==> src/rtl/apb_pkg.sv <==
`default_nettype none
// ============================================================================
// Module   : apb_pkg
// Brief    : Shared FSM encoding, default address map and sizing helpers for
//            the N-slave APB master.
// Revision : 1.0 - initial release
// ============================================================================
package apb_pkg;

    localparam logic [1:0] c_st_idle   = 2'd0;
    localparam logic [1:0] c_st_setup  = 2'd1;
    localparam logic [1:0] c_st_access = 2'd2;
    localparam logic [1:0] c_st_decerr = 2'd3;

    typedef enum logic [1:0] {
        IDLE   = c_st_idle,
        SETUP  = c_st_setup,
        ACCESS = c_st_access,
        DECERR = c_st_decerr
    } apb_state_e;

    localparam int          c_def_addr_w      = 32;
    localparam int          c_def_data_w      = 32;
    localparam int          c_def_num_slv     = 4;
    localparam logic [31:0] c_def_base_addr   = 32'h1000_0000;
    localparam logic [31:0] c_def_slv_size    = 32'h0000_1000;
    localparam int          c_def_timeout_cyc = 255;

    // Bits needed to hold 0..timeout_cyc; never less than one.
    function automatic int wait_cnt_width(input int timeout_cyc);
        int w = 1;
        while ((64'd1 << w) <= 64'(timeout_cyc)) begin
            w++;
        end
        return w;
    endfunction

endpackage
`default_nettype wire

==> src/rtl/apb_master_n_if.sv <==
`default_nettype none
// ============================================================================
// Module   : apb_master_n_if
// Brief    : Shared APB bus with per-slave select and response lanes.
// Revision : 1.0 - initial release
// ============================================================================
interface apb_master_n_if import apb_pkg::*; #(
    parameter int ADDR_W  = c_def_addr_w,
    parameter int DATA_W  = c_def_data_w,
    parameter int NUM_SLV = c_def_num_slv
);

    logic [ADDR_W-1:0]              PADDR;
    logic [DATA_W-1:0]              PWDATA;
    logic                           PWRITE;
    logic                           PENABLE;
    logic [NUM_SLV-1:0]             PSEL;
    logic [NUM_SLV-1:0][DATA_W-1:0] PRDATA;
    logic [NUM_SLV-1:0]             PREADY;
    logic [NUM_SLV-1:0]             PSLVERR;

    modport master (
        output PADDR, PWDATA, PWRITE, PENABLE, PSEL,
        input  PRDATA, PREADY, PSLVERR
    );

    modport slave (
        input  PADDR, PWDATA, PWRITE, PENABLE, PSEL,
        output PRDATA, PREADY, PSLVERR
    );

endinterface
`default_nettype wire

==> src/rtl/apb_addr_decoder.sv <==
`default_nettype none
// ============================================================================
// Module   : apb_addr_decoder
// Brief    : Combinational window decoder: address -> one-hot slave select.
// Revision : 1.0 - initial release
// ============================================================================
module apb_addr_decoder import apb_pkg::*; #(
    parameter int                ADDR_W    = c_def_addr_w,
    parameter int                NUM_SLV   = c_def_num_slv,
    parameter logic [ADDR_W-1:0] BASE_ADDR = ADDR_W'(c_def_base_addr),
    parameter logic [ADDR_W-1:0] SLV_SIZE  = ADDR_W'(c_def_slv_size)
) (
    input  logic [ADDR_W-1:0]  i_addr,
    output logic [NUM_SLV-1:0] o_sel,
    output logic               o_hit
);

    // Extra headroom so a window near the top of the address space cannot wrap.
    localparam int                 c_ext_w = ADDR_W + 5;
    localparam logic [c_ext_w-1:0] c_base  = c_ext_w'(BASE_ADDR);
    localparam logic [c_ext_w-1:0] c_size  = c_ext_w'(SLV_SIZE);

    logic [c_ext_w-1:0] w_addr_ext;

    assign w_addr_ext = c_ext_w'(i_addr);

    generate
        for (genvar gi = 0; gi < NUM_SLV; gi++) begin : g_win
            localparam logic [c_ext_w-1:0] c_lo = c_base + c_ext_w'(gi) * c_size;
            localparam logic [c_ext_w-1:0] c_hi = c_lo + c_size;

            assign o_sel[gi] = (w_addr_ext >= c_lo) && (w_addr_ext < c_hi);
        end
    endgenerate

    assign o_hit = |o_sel;

endmodule
`default_nettype wire

==> src/rtl/apb_master_n.sv <==
`default_nettype none
// ============================================================================
// Module   : apb_master_n
// Brief    : Core-to-APB bridge driving NUM_SLV slaves with address decode,
//            decode-error completion, wait timeout and back-to-back issue.
// Revision : 1.0 - initial release
// ============================================================================
module apb_master_n import apb_pkg::*; #(
    parameter int                ADDR_W      = c_def_addr_w,
    parameter int                DATA_W      = c_def_data_w,
    parameter int                NUM_SLV     = c_def_num_slv,
    parameter logic [ADDR_W-1:0] BASE_ADDR   = ADDR_W'(c_def_base_addr),
    parameter logic [ADDR_W-1:0] SLV_SIZE    = ADDR_W'(c_def_slv_size),
    parameter int                TIMEOUT_CYC = c_def_timeout_cyc
) (
    input  logic              clk,
    input  logic              reset,
    input  logic              transfer,
    input  logic              write,
    input  logic [ADDR_W-1:0] addr,
    input  logic [DATA_W-1:0] wdata,
    output logic [DATA_W-1:0] rdata,
    output logic              ready,
    output logic              error,
    apb_master_n_if.master    apb
);

    localparam int                  c_wait_w    = wait_cnt_width(TIMEOUT_CYC);
    localparam bit                  c_to_en     = (TIMEOUT_CYC != 0);
    localparam logic [c_wait_w-1:0] c_wait_last =
        c_wait_w'((TIMEOUT_CYC > 0) ? TIMEOUT_CYC - 1 : 0);

    apb_state_e          r_state;
    logic [NUM_SLV-1:0]  r_sel;
    logic [ADDR_W-1:0]   r_paddr;
    logic [DATA_W-1:0]   r_pwdata;
    logic                r_pwrite;
    logic [c_wait_w-1:0] r_wait;

    logic [NUM_SLV-1:0]  w_dec_sel;
    logic                w_dec_hit;
    logic                w_pready;
    logic                w_pslverr;
    logic [DATA_W-1:0]   w_prdata;
    logic                w_in_setup;
    logic                w_in_access;
    logic                w_in_decerr;
    logic                w_done;
    logic                w_timeout;
    logic                w_accept;
    apb_state_e          w_req_state;

    apb_addr_decoder #(
        .ADDR_W    (ADDR_W),
        .NUM_SLV   (NUM_SLV),
        .BASE_ADDR (BASE_ADDR),
        .SLV_SIZE  (SLV_SIZE)
    ) u_dec (
        .i_addr (addr),
        .o_sel  (w_dec_sel),
        .o_hit  (w_dec_hit)
    );

    // Only the latched slave's lane reaches the response path.
    always_comb begin : p_resp_mux
        w_pready  = 1'b0;
        w_pslverr = 1'b0;
        w_prdata  = '0;
        for (int i = 0; i < NUM_SLV; i++) begin
            w_pready  = w_pready  | (apb.PREADY[i]  & r_sel[i]);
            w_pslverr = w_pslverr | (apb.PSLVERR[i] & r_sel[i]);
            w_prdata  = w_prdata  | (apb.PRDATA[i]  & {DATA_W{r_sel[i]}});
        end
    end

    assign w_in_setup  = (r_state == SETUP);
    assign w_in_access = (r_state == ACCESS);
    assign w_in_decerr = (r_state == DECERR);
    assign w_done      = w_in_access && w_pready;
    assign w_timeout   = c_to_en && w_in_access && !w_pready && (r_wait == c_wait_last);

    // A timeout completion returns to IDLE and never takes a new request.
    assign w_accept    = transfer && ((r_state == IDLE) || w_done || w_in_decerr);
    assign w_req_state = w_dec_hit ? SETUP : DECERR;

    assign ready = w_done || w_timeout || w_in_decerr;
    assign error = (w_done && w_pslverr) || w_timeout || w_in_decerr;
    assign rdata = (w_done && !r_pwrite) ? w_prdata : '0;

    assign apb.PSEL    = (w_in_setup || w_in_access) ? r_sel : '0;
    assign apb.PENABLE = w_in_access;
    assign apb.PADDR   = r_paddr;
    assign apb.PWRITE  = r_pwrite;
    assign apb.PWDATA  = r_pwdata;

    always_ff @(posedge clk) begin : p_fsm
        if (reset) begin
            r_state  <= IDLE;
            r_sel    <= '0;
            r_paddr  <= '0;
            r_pwdata <= '0;
            r_pwrite <= 1'b0;
            r_wait   <= '0;
        end else begin
            if (w_accept) begin
                r_paddr  <= addr;
                r_pwrite <= write;
                r_pwdata <= wdata;
                r_sel    <= w_dec_sel;
            end

            case (r_state)
                IDLE, DECERR: begin
                    r_state <= w_accept ? w_req_state : IDLE;
                end
                SETUP: begin
                    r_state <= ACCESS;
                end
                ACCESS: begin
                    if (w_done) begin
                        r_state <= w_accept ? w_req_state : IDLE;
                    end else if (w_timeout) begin
                        r_state <= IDLE;
                    end
                end
                default: begin
                    r_state <= IDLE;
                end
            endcase

            if (w_accept && w_dec_hit) begin
                r_wait <= '0;
            end else if (w_in_access && !w_pready) begin
                r_wait <= r_wait + c_wait_w'(1);
            end
        end
    end

endmodule
`default_nettype wire
==> src/flat_wrapper.sv <==
// flat-port wrapper written by rule: the top's interface ports become plain ports
module apb_master_n_flat import apb_pkg::*;
#(
    parameter int                ADDR_W      = c_def_addr_w,
    parameter int                DATA_W      = c_def_data_w,
    parameter int                NUM_SLV     = c_def_num_slv,
    parameter logic [ADDR_W-1:0] BASE_ADDR   = ADDR_W'(c_def_base_addr),
    parameter logic [ADDR_W-1:0] SLV_SIZE    = ADDR_W'(c_def_slv_size),
    parameter int                TIMEOUT_CYC = c_def_timeout_cyc
)
  (clk, reset, transfer, write, addr, wdata, rdata, ready, error, apb_PADDR, apb_PWDATA, apb_PWRITE, apb_PENABLE, apb_PSEL, apb_PRDATA, apb_PREADY, apb_PSLVERR);
  apb_master_n_if #(.ADDR_W(ADDR_W), .DATA_W(DATA_W), .NUM_SLV(NUM_SLV)) apb_i ();
  input  logic clk;
  input  logic reset;
  input  logic transfer;
  input  logic write;
  input  logic [ADDR_W-1:0] addr;
  input  logic [DATA_W-1:0] wdata;
  output logic [DATA_W-1:0] rdata;
  output logic ready;
  output logic error;
  output wire logic [$bits(apb_i.PADDR)-1:0] apb_PADDR;
  output wire logic [$bits(apb_i.PWDATA)-1:0] apb_PWDATA;
  output wire logic [$bits(apb_i.PWRITE)-1:0] apb_PWRITE;
  output wire logic [$bits(apb_i.PENABLE)-1:0] apb_PENABLE;
  output wire logic [$bits(apb_i.PSEL)-1:0] apb_PSEL;
  input wire logic [$bits(apb_i.PRDATA)-1:0] apb_PRDATA;
  input wire logic [$bits(apb_i.PREADY)-1:0] apb_PREADY;
  input wire logic [$bits(apb_i.PSLVERR)-1:0] apb_PSLVERR;
  assign apb_PADDR = apb_i.PADDR;
  assign apb_PWDATA = apb_i.PWDATA;
  assign apb_PWRITE = apb_i.PWRITE;
  assign apb_PENABLE = apb_i.PENABLE;
  assign apb_PSEL = apb_i.PSEL;
  assign apb_i.PRDATA = apb_PRDATA;
  assign apb_i.PREADY = apb_PREADY;
  assign apb_i.PSLVERR = apb_PSLVERR;
  apb_master_n #(.ADDR_W(ADDR_W), .DATA_W(DATA_W), .NUM_SLV(NUM_SLV), .BASE_ADDR(BASE_ADDR), .SLV_SIZE(SLV_SIZE), .TIMEOUT_CYC(TIMEOUT_CYC)) u_core (.clk(clk), .reset(reset), .transfer(transfer), .write(write), .addr(addr), .wdata(wdata), .rdata(rdata), .ready(ready), .error(error), .apb(apb_i));
endmodule
==> config.mk <==
export PLATFORM = sky130hd
export DESIGN_NAME = apb_master_n_flat
export DESIGN_NICKNAME = d
export VERILOG_FILES = /design/src/rtl/apb_pkg.sv /design/src/rtl/apb_master_n_if.sv /design/src/rtl/apb_addr_decoder.sv /design/src/rtl/apb_master_n.sv /design/src/flat_wrapper.sv
export SDC_FILE = /design/constraint.sdc
export NUM_CORES = 1
export LEC_CHECK = 0
export CAP_MARGIN = 20
export CORE_MARGIN = 5
export CORE_UTILIZATION = 35
export CTS_BUF_LIST = sky130_fd_sc_hd__clkbuf_4 sky130_fd_sc_hd__clkbuf_8 sky130_fd_sc_hd__clkbuf_16
export CTS_CLUSTER_SIZE = 10
export DETAILED_ROUTE_END_ITERATION = 12
export GPL_TIMING_DRIVEN = 0
export PLACE_DENSITY = 0.82
export SYNTH_ARGS = -nofsm -noshare
export SYNTH_HDL_FRONTEND = slang
export SYNTH_HIERARCHICAL = 1
export SYNTH_SLANG_ARGS = --single-unit
export TNS_END_PERCENT = 1
==> constraint.sdc <==
create_clock -name clk -period 2.1 [get_ports clk]
set_input_delay 0.525 -clock clk [delete_from_list [all_inputs] [get_ports clk]]
set_output_delay 0.525 -clock clk [all_outputs]
set_load 0.02 [all_outputs]
==> results of run 1 <==
cell families (layout without fill, tap and decap cells):
| family | after synthesis | after routing |
|---|---|---|
| other | 0 | 2 |
| xor gates and xnor gates | 4 | 4 |
| buffers and inverters | 62 | 399 |
| adders and majority gates | 6 | 6 |
| DFF | 79 | 79 |
| AOI/OAI and AO/OA | 257 | 257 |
| and+or+nand+nor | 119 | 119 |
worst paths after layout:
kind,from,endpoint,slack [ps],depth (start not counted)
worst max-delay path,u_core/r_sel[1]$_SDFFE_PP0P_,rdata[11],-170,8
worst min-delay path,u_core/apb.PWDATA[4]$_SDFFE_PP0P_,u_core/apb.PWDATA[4]$_SDFFE_PP0P_,460,2
worst max register to register,u_core/r_state[1]$_SDFFE_PP0P_,u_core/apb.PWDATA[0]$_SDFFE_PP0P_,-30,7
worst min register to register,u_core/apb.PWDATA[4]$_SDFFE_PP0P_,u_core/apb.PWDATA[4]$_SDFFE_PP0P_,460,2
cells in the mapped netlist (5+ instances only):
master,instances
dfxtp_1,79
inv_1,5
a21oi_1,106
buf_2,11
clkbuf_1,40
nand3_1,71
o21ai_0,74
ha_1,6
nand2_1,6
a22oi_1,66
nor2_1,12
repair_timing:
| action | 4_1_cts | 5_1_grt |
|---|---|---|
| endpoints found under the setup margin | 56 | 110 |
| pin swaps | 4 | 6 |
| resized for setup | 247 | 52 |
| gates cloned | 3 | 0 |
| setup buffers | 7 | 4 |
routing by layer:
| metal | vias up | GRT usage [%] | part of all wire (%) | routed length (um) |
|---|---|---|---|---|
| li1 | 2651 | - | - | - |
| met1 | 2671 | 31.0 | 36 | 7760 |
| met2 | 294 | 52.3 | 52 | 11200 |
| met3 | 45 | 8.74 | 8.7 | 1880 |
| met4 | 0 | 9.92 | 3.1 | 669 |
| met5 | - | 0 | 0 | 0 |
power groups by stage:
stage	Combinational, mW	Sequential [mW]	Clock [mW]
6_report	2.49	1.96	1.62
5_1_grt	2.69	1.99	1.72
4_1_cts	2.46	1.95	1.64
3_5_place_dp	2.39	1.97	0
3_3_place_gp	2.33	1.96	0
2_1_floorplan	0.864	2.25	0
tightest hold or removal path, cell delays in order, from the launching register on:
cell,delay (ps)
dfxtp_1,310
nand3_1,60
a21oi_1,50
flip-flops by register name (all words and copies together), names as in the netlist:
name               cells
u_core/r_sel           4
u_core/apb.PWRITE      1
u_core/apb.PADDR      32
u_core/r_wait          8
u_core/r_state         2
u_core/apb.PWDATA     32
final cells by class:
type | count | share of cell area (%)
Clock inverter | 5 | 0.785
Antenna cell | 2 | 0.0615
Timing Repair Buffer | 321 | 39.5
Multi-Input combinational cell | 386 | 30.2
Inverter | 5 | 0.231
Sequential cell | 79 | 19.5
Buffer | 57 | 4.38
Clock buffer | 11 | 3.11
Tap cell | 143 | 2.20
metrics by stage:
stage	setup WS [ps]	cell area, um2	cells
global route	-222	8130	1009
finish	-168	8130	1009
detailed placement	-1270	7380	977
global placement	-1220	7380	977
CTS	-162	7910	1003
floorplan	-36.5	4120	527
==> run metrics, run 1 <==
status complete, but fails checks; failing checks negative setup slack; Reg power frac 32.2%; WS Path Type register to output pin; P_sw 2.12 mW; Static Leak 2.79 nW; Residual DRC 0; final hold violations 0; synth top area cells dfxtp_1, a21oi_1, a22oi_1; Critical Path Fanout Max 7; Final WS setup -168 ps; cts hold-fix bufs 0; number of synthesized flops with an enable pin 0; storage element area 0.00159 mm2; Core Area 0.0115 mm2; CP delay by family, top buffers and inverters; mean area per synthesized cell 7.83 um2; Worst Path Arrival 1740 ps; initial core utilization 36.0%; Pint 3.95 mW; Critical Path Sink Type output pin; crit-path cells buf_6, a22oi_4, nand2_2, nand3b_1, buf_6, clkbuf_16, a21oi_2, buf_6; fill count 917; Clock Power Share 26.7%; Slew @ Worst Pin 546 ps; Post-Synth Simple-Gate Area 15.8%; VDD IR max 0.660 mV; GP Congestion 0.944; main combinational cell family by area after synthesis compound AO/OA/AOI/OAI gates; CTS tree built; Seq/Total Area, Yosys 38.3%; Syn Nets 737; global-route wire length before repair 32400 um; Ys Warns 6; Max Freq 441 MHz; Die Span Y 119 um; share of layout cells above drive strength 1 17.1%; PwrDens 747 mW/mm2; fin crit period 2270 ps; wire per inst 21.3 um; clk buf depth 2; Num CTS Buffers 9; XOR/XNOR share of the synthesized area 0.850%; Yosys reg bits 79; IO Count 308; CP startpoint kind register; Layout area overhead 97.2%; initial antenna violation count 2; Worst Path Required 1570 ps; post-synth top area share 38.3%; DR vias 5661; Period Utilization, post-route 108%; Post-Route Setup TNS -5140 ps; H-tree depth 3; most frequent cells in the layout clkdlybuf4s50_1, a21oi_1, dfxtp_1; PortBufs 307; drt via density 5.61; compound-cell area share of the yosys netlist 36.6%; combinational power share 41.1%; largest net degree at the start of global routing 15; detailed placement HPWL 16200 um; Power Total 6.07 mW; num rows 39; switching power share of the total 35.0%; largest stage delay on the critical path 310 ps; Synth Area in Adders 1.82%; most used cell, CP buf_6; die extent in x 119 um; Slew Limit Headroom 63.6%; sinks on the clock net 79; Worst-path clk slew 60 ps; post-synth top area cell dfxtp_1; area of the multi-input gates 0.00246 mm2; GRT Total Usage 28.6%; vias in the first global route 5772; mux contribution to synthesized area 0%; die area 0.0141 mm2; Synth Cell Area 0.00412 mm2; clock root cell clkbuf_16; drt total wl 21500 um; Initial DRC Count 448; hold_ws 464 ps; leading cell type in the layout, fill and taps excluded clkdlybuf4s50_1; Hold Path Class register to register; fraction of registers with async set/reset 0%; Post-Synthesis Cells 527; top_reg_cell synth dfxtp_1; Yosys cell types 39; Post-DRT Antenna Nets 0; Pins Over Slew Limit 0; worst path bufs/invs 4; CP max-delay cell dfxtp_2; nets 1069; skew final 7.23 ps; Clock Latency Late Sink 330 ps; Pre-antenna DRT Iters 7; Final Core Density 70.9%; Setup Viol. Count Final 40; RSZ-0062 raised after global routing yes; grt total ovfl 0; max_cap viols 0
(Power assumes the default switching activity.)
==> run 2: changes to the inputs <==
--- a/config.mk
+++ b/config.mk
@@ -8,11 +8,12 @@
 export CAP_MARGIN = 20
 export CORE_MARGIN = 5
 export CORE_UTILIZATION = 35
-export CTS_BUF_LIST = sky130_fd_sc_hd__clkbuf_4 sky130_fd_sc_hd__clkbuf_8 sky130_fd_sc_hd__clkbuf_16
+export CTS_BUF_LIST = sky130_fd_sc_hd__clkbuf_8
 export CTS_CLUSTER_SIZE = 10
 export DETAILED_ROUTE_END_ITERATION = 12
 export GPL_TIMING_DRIVEN = 0
 export PLACE_DENSITY = 0.82
+export SETUP_SLACK_MARGIN = 0.3
 export SYNTH_ARGS = -nofsm -noshare
 export SYNTH_HDL_FRONTEND = slang
 export SYNTH_HIERARCHICAL = 1
==> run metrics, run 2 (synthesized netlist as in run 1, its figures left out) <==
failing checks negative setup slack; drt total wl 21200 um; nets 1068; die extent in x 119 um; Pre-antenna DRT Iters 7; clock root cell clkbuf_8; VDD IR max 0.619 mV; Layout area overhead 103%; CTS tree built; Core Area 0.0115 mm2; leading cell type in the layout, fill and taps excluded clkdlybuf4s50_1; Hold Path Class register to register; die area 0.0141 mm2; most frequent cells in the layout clkdlybuf4s50_1, a21oi_1, dlygate4sd2_1, o21ai_0, dfxtp_1; initial core utilization 36.0%; CP delay by family, top buffers and inverters; fin crit period 2310 ps; Setup Viol. Count Final 38; Slew Limit Headroom 70.0%; hold_ws 462 ps; clk buf depth 2; vias in the first global route 5896; grt total ovfl 0; worst path bufs/invs 4; CP startpoint kind primary input; global-route wire length before repair 32400 um; Final Core Density 73.0%; Period Utilization, post-route 110%; largest net degree at the start of global routing 13; H-tree depth 3; detailed placement HPWL 16600 um; PortBufs 307; status complete, but fails checks; fill count 908; placed insts 977; crit-path cells dlygate4sd2_1, a22oi_4, nand2_2, nand3b_1, buf_6, clkbuf_16, a21oi_4, buf_6; Worst Path Required 1570 ps; Final WS setup -209 ps; WS Path Type primary input to output pin; ANT cells 0; GRT Total Usage 28.5%; Initial DRC Count 385; storage element area 0.00159 mm2; most used cell, CP buf_6; Max Freq 433 MHz; Critical Path Fanout Max 7; PwrDens 647 mW/mm2; Static Leak 3.22 nW; Pins Over Slew Limit 0; max_cap viols 0; Worst-path clk slew 70 ps; share of layout cells above drive strength 1 19.8%; final non-filler cell total 1005; CP max-delay cell dlygate4sd2_1; Die Span Y 119 um; RSZ-0062 raised after global routing yes; sinks on the clock net 79; IO Count 308; Post-DRT Antenna Nets 0; initial antenna violation count 0; Num CTS Buffers 9; final hold violations 0; num rows 39; Clock Latency Late Sink 350 ps; skew final 5.76 ps; DR vias 5690; drt via density 5.66; Residual DRC 0; Critical Path Sink Type output pin; area of the multi-input gates 0.00272 mm2; Slew @ Worst Pin 450 ps; largest stage delay on the critical path 270 ps; Worst Path Arrival 1780 ps; wire per inst 21.1 um; GP Congestion 0.908
-- run 2: cell type report --
cell class	instances	area share [%]
Buffer	57	5.56
Clock buffer	11	1.81
Clock inverter	4	0.553
Inverter	5	0.224
Multi-Input combinational cell	386	32.5
Sequential cell	79	19.0
Tap cell	143	2.14
Timing Repair Buffer	320	38.2
-- run 2: worst paths after layout --
| kind | startpoint | to | slack (ps) | depth (start not counted) |
|---|---|---|---|---|
| setup / recovery | apb_PREADY[1] | rdata[11] | -210 | 8 |
| hold reg to reg | u_core/apb.PADDR[13]$_SDFFE_PP0P_ | u_core/apb.PADDR[13]$_SDFFE_PP0P_ | 460 | 2 |
| setup reg to reg | u_core/r_state[0]$_SDFFE_PP0P_ | u_core/r_state[1]$_SDFFE_PP0P_ | 170 | 9 |
| hold / removal | u_core/apb.PADDR[13]$_SDFFE_PP0P_ | u_core/apb.PADDR[13]$_SDFFE_PP0P_ | 460 | 2 |
-- run 2: worst min-delay path: cells and delay by family, from the launching register on --
family | cells | cell delay (ps)
flip-flops | 1 | 310
AND/OR/NAND/NOR | 1 | 60
AO/OA/AOI/OAI | 1 | 50
-- run 2: per-layer routing --
metal / track usage (%) / wire length, um / up-vias
li1: - / - / 2643
met1: 29.6 / 7410 / 2680
met2: 52.4 / 11000 / 308
met3: 9.03 / 1960 / 59
met4: 12.0 / 808 / 0
met5: 0 / 0 / -
-- run 2: per-stage QoR --
| step | instance area (um2) | total power [mW] | setup WS, ps | setup TNS [ps] |
|---|---|---|---|---|
| detailed placement | 7750 | 4.35 | -1110 | -53100 |
| finish | 8370 | 5.42 | -209 | -6690 |
| global route | 8370 | 5.72 | -257 | -8350 |
| floorplan | 4490 | 3.12 | 124 | 0 |
| global placement | 7750 | 4.27 | -1060 | -48850 |
| CTS | 8250 | 5.38 | -176 | -5500 |
-- run 2: power breakdown --
part           internal (mW)  total, mW  switching [mW]
registers               1.78       1.95           0.166
logic                   1.00       2.33            1.33
clock network          0.601       1.13           0.530
-- run 2: repair_timing --
item | in CTS | in global routing
setup endpoints to repair | 183 | 118
setup buffers | 8 | 2
gates cloned | 3 | 0
gates resized for setup | 362 | 41
pin swaps | 18 | 31
hold buffers | 0 | 0
==> run 3: changes to the inputs <==
--- a/config.mk
+++ b/config.mk
@@ -6,13 +6,14 @@
 export NUM_CORES = 1
 export LEC_CHECK = 0
 export CAP_MARGIN = 20
-export CORE_MARGIN = 5
-export CORE_UTILIZATION = 35
+export CORE_AREA = 5 5 117 119
 export CTS_BUF_LIST = sky130_fd_sc_hd__clkbuf_8
 export CTS_CLUSTER_SIZE = 10
 export DETAILED_ROUTE_END_ITERATION = 12
+export DIE_AREA = 0 0 122 124
+export DONT_BUFFER_PORTS = 1
 export GPL_TIMING_DRIVEN = 0
-export PLACE_DENSITY = 0.82
+export PLACE_DENSITY = 0.46
 export SETUP_SLACK_MARGIN = 0.3
 export SYNTH_ARGS = -nofsm -noshare
 export SYNTH_HDL_FRONTEND = slang
==> run metrics, run 3 (synthesized netlist as in run 1, its figures left out) <==
PwrDens 913 mW/mm2; initial core utilization 33.1%; Final WS setup -119 ps; Pre-antenna DRT Iters 5; initial antenna violation count 4; Post-Route Setup TNS -3070 ps; global-route wire length before repair 24500 um; Setup Viol. Count Final 34; die extent in x 122 um; switching power share of the total 40.7%; Area after DPL 0.00471 mm2; Critical Path Fanout Max 8; Pint 2.85 mW; status complete, but fails checks; clock root cell clkbuf_8; Initial DRC Count 368; share of layout cells above drive strength 1 22.2%; fill count 1260; fin area 0.00527 mm2; drt via density 6.03; Post-DRT Antenna Nets 0; Reg power frac 48.0%; Worst Path Arrival 1690 ps; IO Count 308; Max Freq 451 MHz; Hold Path Class primary input to register; CTS tree built; GP Congestion 0.821; num rows 41; Worst-path clk slew 90 ps; fin crit period 2220 ps; WS Path Type register to output pin; failing checks negative setup slack; nets 759; max_cap viols 0; clk buf depth 2; DR vias 4381; Core Area 0.0125 mm2; Period Utilization, post-route 106%; Die Span Y 124 um; die area 0.0151 mm2; Critical Path Sink Type output pin; PortBufs 0; Residual DRC 0; Slew Limit Headroom 61.6%; Pins Over Slew Limit 0; pre-CTS WS -247 ps; P_sw 1.96 mW; Layout area overhead 27.8%; leading cell type in the layout, fill and taps excluded dfxtp_1; Num CTS Buffers 9; vias in the first global route 4297; Clock Latency Late Sink 360 ps; Static Leak 1.55 nW; VDD IR max 0.468 mV; combinational power share 27.9%; largest net degree at the start of global routing 15; GRT Total Usage 21.1%; most frequent cells in the layout dfxtp_1, a21oi_1, o21ai_0; Slew @ Worst Pin 576 ps; sinks on the clock net 79; Worst Path Required 1570 ps; CP startpoint kind register; drt total wl 17500 um; Clock Power Share 24.1%; final hold violations 0; cts hold-fix bufs 0; grt total ovfl 0; skew final 16.6 ps; wire per inst 24.1 um; RSZ-0062 raised after global routing yes; H-tree depth 3; detailed placement HPWL 13500 um
-- run 3: cell count changes in the layout (fill, tap and decap cells not counted), sizes merged, moves of 3 or more --
cell,change
dlymetal6s2s,-12
clkbuf,-3
clkdlybuf4s50,-185
inv,+3
buf,-35
clkdlybuf4s15,-4
dlygate4sd2,-72
-- run 3: worst paths after layout --
check | start | to | slack, ps | cells past startpoint
worst min-delay path | wdata[31] | u_core/apb.PWDATA[31]$_SDFFE_PP0P_ | 310 | 2
worst max register to register | u_core/r_state[0]$_SDFFE_PP0P_ | u_core/r_state[1]$_SDFFE_PP0P_ | 160 | 9
worst min register to register | u_core/r_wait[7]$_SDFFE_PP0P_ | u_core/r_wait[7]$_SDFFE_PP0P_ | 500 | 2
worst max-delay path | u_core/r_state[0]$_SDFFE_PP0P_ | rdata[22] | -120 | 7
-- run 3: per-layer routing --
layer | share of wire (%) | track usage (%)
met2 | 49 | 35.1
met4 | 2.0 | 6.86
met1 | 39 | 25.2
met5 | 0.19 | 0
met3 | 9.7 | 8.04
-- run 3: final cells by class --
class	instances	area, um2	share of cell area, %
clock inverter	7	71.3	1.35
sequential	79	1590	30.1
buffer	57	455	8.64
antenna	1	2.50	0.0475
tap	172	215	4.08
timing repair buffer	11	105	1.99
inverter	5	18.8	0.356
multi-input combinational	386	2690	51.1
clock buffer	9	124	2.35
-- run 3: repair_timing --
item	CTS	global route
buffers inserted	8	0
endpoints found under the hold margin	0	0
pin swaps	5	19
cloned	3	0
endpoints found under the setup margin	117	117
resized for setup	66	31
-- run 3: critical path, stage by stage, from the launching register on --
cell and delay (ps):
dfxtp_2 330, inv_2 70, ha_4 180, buf_6 100
nand3b_1 80, buf_6 160, clkbuf_16 180, a21oi_4 220
-- run 3: power groups by stage --
stage	logic, mW	registers [mW]	clock network [mW]
floorplan	0.866	2.25	0
global placement	1.12	2.34	0
detailed placement	1.15	2.35	0
CTS	1.26	2.32	1.19
global route	1.50	2.35	1.27
finish	1.34	2.31	1.16
-- run 3: per-stage QoR --
stage | power [mW] | cells | hold WS [ps] | utilization, %
after floorplan | 3.12 | 527 | 452 | -
after global placement | 3.46 | 699 | 465 | 37.8
after detailed placement | 3.50 | 699 | 479 | 37.8
after CTS | 4.77 | 726 | 290 | 41.7
after global routing | 5.12 | 727 | 284 | 42.3
final | 4.81 | 727 | 315 | 42.3
